$ cat src/rtl/cs_round_robin_seq.sv
// Round-robin sequencer that time-shares a 3-to-8 active-low decoder among
// eight requesters, with a one-cycle break-before-make gap between selects.
module cs_round_robin_seq #(
  parameter int DWELL_W = 4
) (
  input  logic               CLK,
  input  logic               RST,
  input  logic [7:0]         REQ,
  input  logic [DWELL_W-1:0] DWELL,
  output logic               G1,
  output logic               G2A,
  output logic               G2B,
  output logic               A,
  output logic               B,
  output logic               C,
  output logic [7:0]         ACK,
  output logic               BUSY,
  output logic [1:0]         state_dbg
);

  localparam logic [1:0] S_IDLE   = 2'd0;
  localparam logic [1:0] S_SELECT = 2'd1;
  localparam logic [1:0] S_GAP    = 2'd2;

  logic [1:0]         state;
  logic [DWELL_W-1:0] cnt;
  logic [2:0]         ptr;
  logic [2:0]         idx;
  logic [2:0]         win;

  // Scanning downward lets the lowest offset from ptr win the last assignment.
  function automatic logic [2:0] pick(input logic [2:0] p, input logic [7:0] r);
    logic [2:0] k;
    logic [2:0] w;
    w = p;
    for (int i = 7; i >= 0; i--) begin
      k = p + 3'(i);
      if (r[k]) w = k;
    end
    return w;
  endfunction

  assign win       = pick(ptr, REQ);
  assign {C, B, A} = idx;
  assign state_dbg = state;

  always_ff @(posedge CLK) begin
    if (RST) begin
      state <= S_IDLE;
      cnt   <= '0;
      ptr   <= 3'd0;
      idx   <= 3'd0;
      G1    <= 1'b0;
      G2A   <= 1'b1;
      G2B   <= 1'b1;
      ACK   <= 8'h00;
      BUSY  <= 1'b0;
    end else begin
      ACK <= 8'h00;
      case (state)
        S_IDLE, S_GAP: begin
          if (|REQ) begin
            state <= S_SELECT;
            idx   <= win;
            cnt   <= DWELL;
            ptr   <= win + 3'd1;
            G1    <= 1'b1;
            G2A   <= 1'b0;
            G2B   <= 1'b0;
            BUSY  <= 1'b1;
          end else begin
            state <= S_IDLE;
            G1    <= 1'b0;
            G2A   <= 1'b1;
            G2B   <= 1'b1;
            BUSY  <= 1'b0;
          end
        end
        S_SELECT: begin
          // A dropped request ends the select early and forfeits the ACK.
          if (!REQ[idx] || cnt == '0) begin
            state <= S_GAP;
            G1    <= 1'b0;
            G2A   <= 1'b1;
            G2B   <= 1'b1;
            BUSY  <= 1'b1;
            if (REQ[idx]) ACK <= 8'h01 << idx;
          end else begin
            cnt <= cnt - 1'b1;
          end
        end
        default: begin
          state <= S_IDLE;
          G1    <= 1'b0;
          G2A   <= 1'b1;
          G2B   <= 1'b1;
          BUSY  <= 1'b0;
        end
      endcase
    end
  end

endmodule

$ cat config.mk
export PLATFORM = sky130hd
export DESIGN_NAME = cs_round_robin_seq
export DESIGN_NICKNAME = d
export VERILOG_FILES = /design/src/rtl/cs_round_robin_seq.sv
export SDC_FILE = /design/constraint.sdc
export NUM_CORES = 1
export LEC_CHECK = 0
export CAP_MARGIN = 20
export CORE_MARGIN = 1.5
export CORE_UTILIZATION = 30
export CTS_CLUSTER_SIZE = 16
export DETAILED_ROUTE_END_ITERATION = 16
export PLACE_DENSITY = 0.49
export SYNTH_ARGS = -nofsm -noshare
export SYNTH_HDL_FRONTEND = slang
export SYNTH_SLANG_ARGS = --single-unit
$ cat constraint.sdc
create_clock -name CLK -period 4.1 [get_ports CLK]
set_clock_uncertainty 0.15 [all_clocks]
set_input_delay 0.615 -clock CLK [delete_from_list [all_inputs] [get_ports CLK]]
set_output_delay 0.615 -clock CLK [all_outputs]
set_load 0.005 [all_outputs]
==> flow_summary.json <==
{
  "status": "complete, no violations",
  "grt_pass1_vias": 1445,
  "tns_ns": 0,
  "cts_tree": "yes",
  "r2r_end": "ptr[2]$_SDFFE_PP0P_",
  "critPathSlowestCell": "mux4_1",
  "postCtsResizedCells": 0,
  "synth-seq-cells": 23,
  "period_needed_ns": 3.62,
  "cts_buffer_depth": 2,
  "synth_cell_types": 57,
  "total_power_mw": 1.54,
  "drv_slew": 0,
  "hold_class": "flip-flop to flip-flop",
  "cts.root.buffer_cell": "clkbuf_8",
  "grt_usage": 0.146,
  "diodes": 0,
  "cellPowerDensity_nw_per_um2": 710,
  "syn_inst": 195,
  "yosys-top-cells-area": "dfxtp_1 (26%), mux4_2 (16%), nor2_1 (4.0%)",
  "post_drt_wl_per_cell_um": 15.4,
  "crit_fanout": 8,
  "htree_levels": 1,
  "hold_violations": 0,
  "hold_depth": 2,
  "grt_setup_unrepaired": "false",
  "startpoint_type": "input pin",
  "dpl.hpwl_um": 3320,
  "postCtsSetupBuffers": 0,
  "grt-ovfl-total": 0,
  "worstPathArrival_ns": 3.65,
  "worstSetupPathType": "input pin to flip-flop",
  "utilization": 0.386,
  "clock-sinks": 23,
  "min_to": "cnt[1]$_SDFFE_PP0P_",
  "synth-async-reset-ratio": 0,
  "holdBufCountCts": 0,
  "synthAdderAreaFrac": 0.0281,
  "cts.clk_slew.worst_paths_ns": 0.09,
  "vdd_drop_max_mv": 0.267,
  "synth-edff-count": 0,
  "synth-seq-area-share": 0.258,
  "io_pins": 31,
  "ant_nets": 0,
  "dr.pass1.iters": 4,
  "whs_ns": 0.348,
  "worstHoldStart": "cnt[1]$_SDFFE_PP0P_",
  "routed_via_density": 5.45,
  "path_cells": "clkdlybuf4s50_1 -> mux4_1 -> mux2_2 -> a21o_1 -> a31oi_2 -> xnor2_1 -> ha_1 -> inv_1 -> o31ai_1 -> nand3_1 -> a31oi_1",
  "ff2ff_setup_slack_ns": 0.66,
  "synth_fp_nets": 213,
  "grt_max_degree": 18,
  "drive_gt1_frac": 0.137,
  "synthTopCellsByCount": "dfxtp_1 (23), nor2_1 (19), nand2_1 (16)",
  "synth_mux_area_frac": 0.237,
  "port-buffer-count": 30,
  "fmax_mhz": 276,
  "final_nets": 238,
  "area_delta_synth_final_pct": 21.5,
  "synth.largest_area_cell": "dfxtp_1",
  "initialDrtViolationCount": 142,
  "synthXorXnorAreaFrac": 0.0295,
  "crit_buf_inv": 2,
  "finalWirelength_um": 4480,
  "die_h_um": 80.1,
  "cts_made_buffers": 3,
  "rows": 27,
  "drc": 0,
  "synth-compound-area-share": 0.190,
  "fin_crit_sh": 0.882,
  "vias": 1587,
  "critPathMaxStageDelay_ns": 0.62,
  "synth-main-ff-cell": "dfxtp_1",
  "synth_top_family_by_area": "multiplexers",
  "clk-insertion-delay-late_ns": 0.26,
  "start_util": 0.318,
  "grt_pass1_wl_um": 7300,
  "die_area_um2": 6410,
  "worst_pin_slew_ns": 0.776,
  "critical_path.top_delay_family": "compound AO/OA/AOI/OAI gates",
  "gp_congestion": 0.791,
  "cap_violations": 0,
  "r2r-start": "ptr[0]$_SDFFE_PP0P_",
  "synth_area_per_cell_um2": 9.14,
  "syn_area_um2": 1780,
  "fp.dieW_um": 80.1,
  "synth_warnings": 0,
  "setup_violations": 0,
  "worstRegToRegCells": 12,
  "total_leakage_power_nw": 0.759,
  "setup.worst_path.end_class": "flip-flop",
  "synthMostInstantiatedCell": "dfxtp_1",
  "netlist.area_leader.share": 0.258,
  "slew_headroom": 0.483,
  "antenna_found_initial": 0,
  "synth_simple_gate_area_frac": 0.199,
  "core_area_um2": 5610,
  "cp.required_ns": 4.13
}
[power breakdown]
group | internal, mW | switching, mW | leakage [nW]
Clock | 0.0694 | 0.0737 | 0.0228
Sequential | 0.264 | 0.0617 | 0.189
Combinational | 0.506 | 0.564 | 0.547
Total | 0.839 | 0.699 | 0.759
[how the worst max path moves through the flow]
stage	startpoint	endpoint	slack, ns	depth (start not counted)
5_1_grt	REQ[6]	ptr[2]$_SDFFE_PP0P_	0.28	11
3_5_place_dp	REQ[4]	ptr[2]$_SDFFE_PP0P_	0.28	11
6_report	REQ[4]	ptr[2]$_SDFFE_PP0P_	0.48	11
3_3_place_gp	REQ[1]	ptr[2]$_SDFFE_PP0P_	0.30	11
2_1_floorplan	ptr[1]$_SDFFE_PP0P_	ptr[2]$_SDFFE_PP0P_	0.46	16
4_1_cts	REQ[4]	ptr[2]$_SDFFE_PP0P_	0.55	11
[final cells by class]
type | instances | area, um2
Multi-Input combinational cell | 151 | 1220
Clock buffer | 4 | 45.0
Timing Repair Buffer | 33 | 323
Tap cell | 72 | 90.1
Inverter | 8 | 30.0
Fill cell | 584 | 3440
Sequential cell | 23 | 460
[registers in the layout, indices dropped and copies added, names as in the netlist]
name	count
ACK	8
BUSY	1
G1	1
G2B	1
cnt	4
idx	3
ptr	3
state_dbg	2
[worst min-delay path, stage by stage (launching register included)]
cell      delay, ns
dfxtp_1        0.32
inv_1          0.07
a211oi_1       0.06
[cells in the final DEF (no fill, tap or decap), types with 3 or more instances in the layout]
cell	netlist	layout
ha_1	4	4
o21ai_0	4	4
o21ai_1	4	4
nand3_1	6	6
a22oi_1	3	3
dfxtp_1	23	23
inv_1	8	8
nor2_1	19	19
buf_4	1	3
nand2_1	16	16
a21o_1	4	4
nand2b_1	6	6
xnor2_1	4	4
mux4_2	13	13
clkbuf_8	0	3
a21oi_1	10	10
mux2i_1	3	3
clkdlybuf4s50_1	0	30
mux2_2	4	4
nor3_1	8	8
a31oi_1	3	3
[metrics by stage]
step                      std cells  instance area, um2  setup WS (ns)
final                           291                2170          0.482
after global routing            291                2170          0.280
after CTS                       291                2170          0.550
after detailed placement        287                2120          0.278
after global placement          287                2120          0.296
after floorplan                 195                1780          0.460
[metal layers]
| layer | global-route usage | vias to the layer above | part of all wire |
|---|---|---|---|
| li1 | - | 780 | - |
| met1 | 0.200 | 781 | 0.49 |
| met2 | 0.243 | 24 | 0.48 |
| met3 | 0.0307 | 2 | 0.026 |
| met4 | 0.0172 | 0 | 0.0020 |
| met5 | 0 | - | 0 |
[cells by family after synthesis]
family	Yosys count
XOR/XNOR	6
buffers and inverters	21
adder cells (fa/ha/maj)	4
AND/OR/NAND/NOR	70
AO/OA/AOI/OAI	48
flip-flops	23
multiplexers	23
No activity file was read; power rests on OpenSTA's default activity.
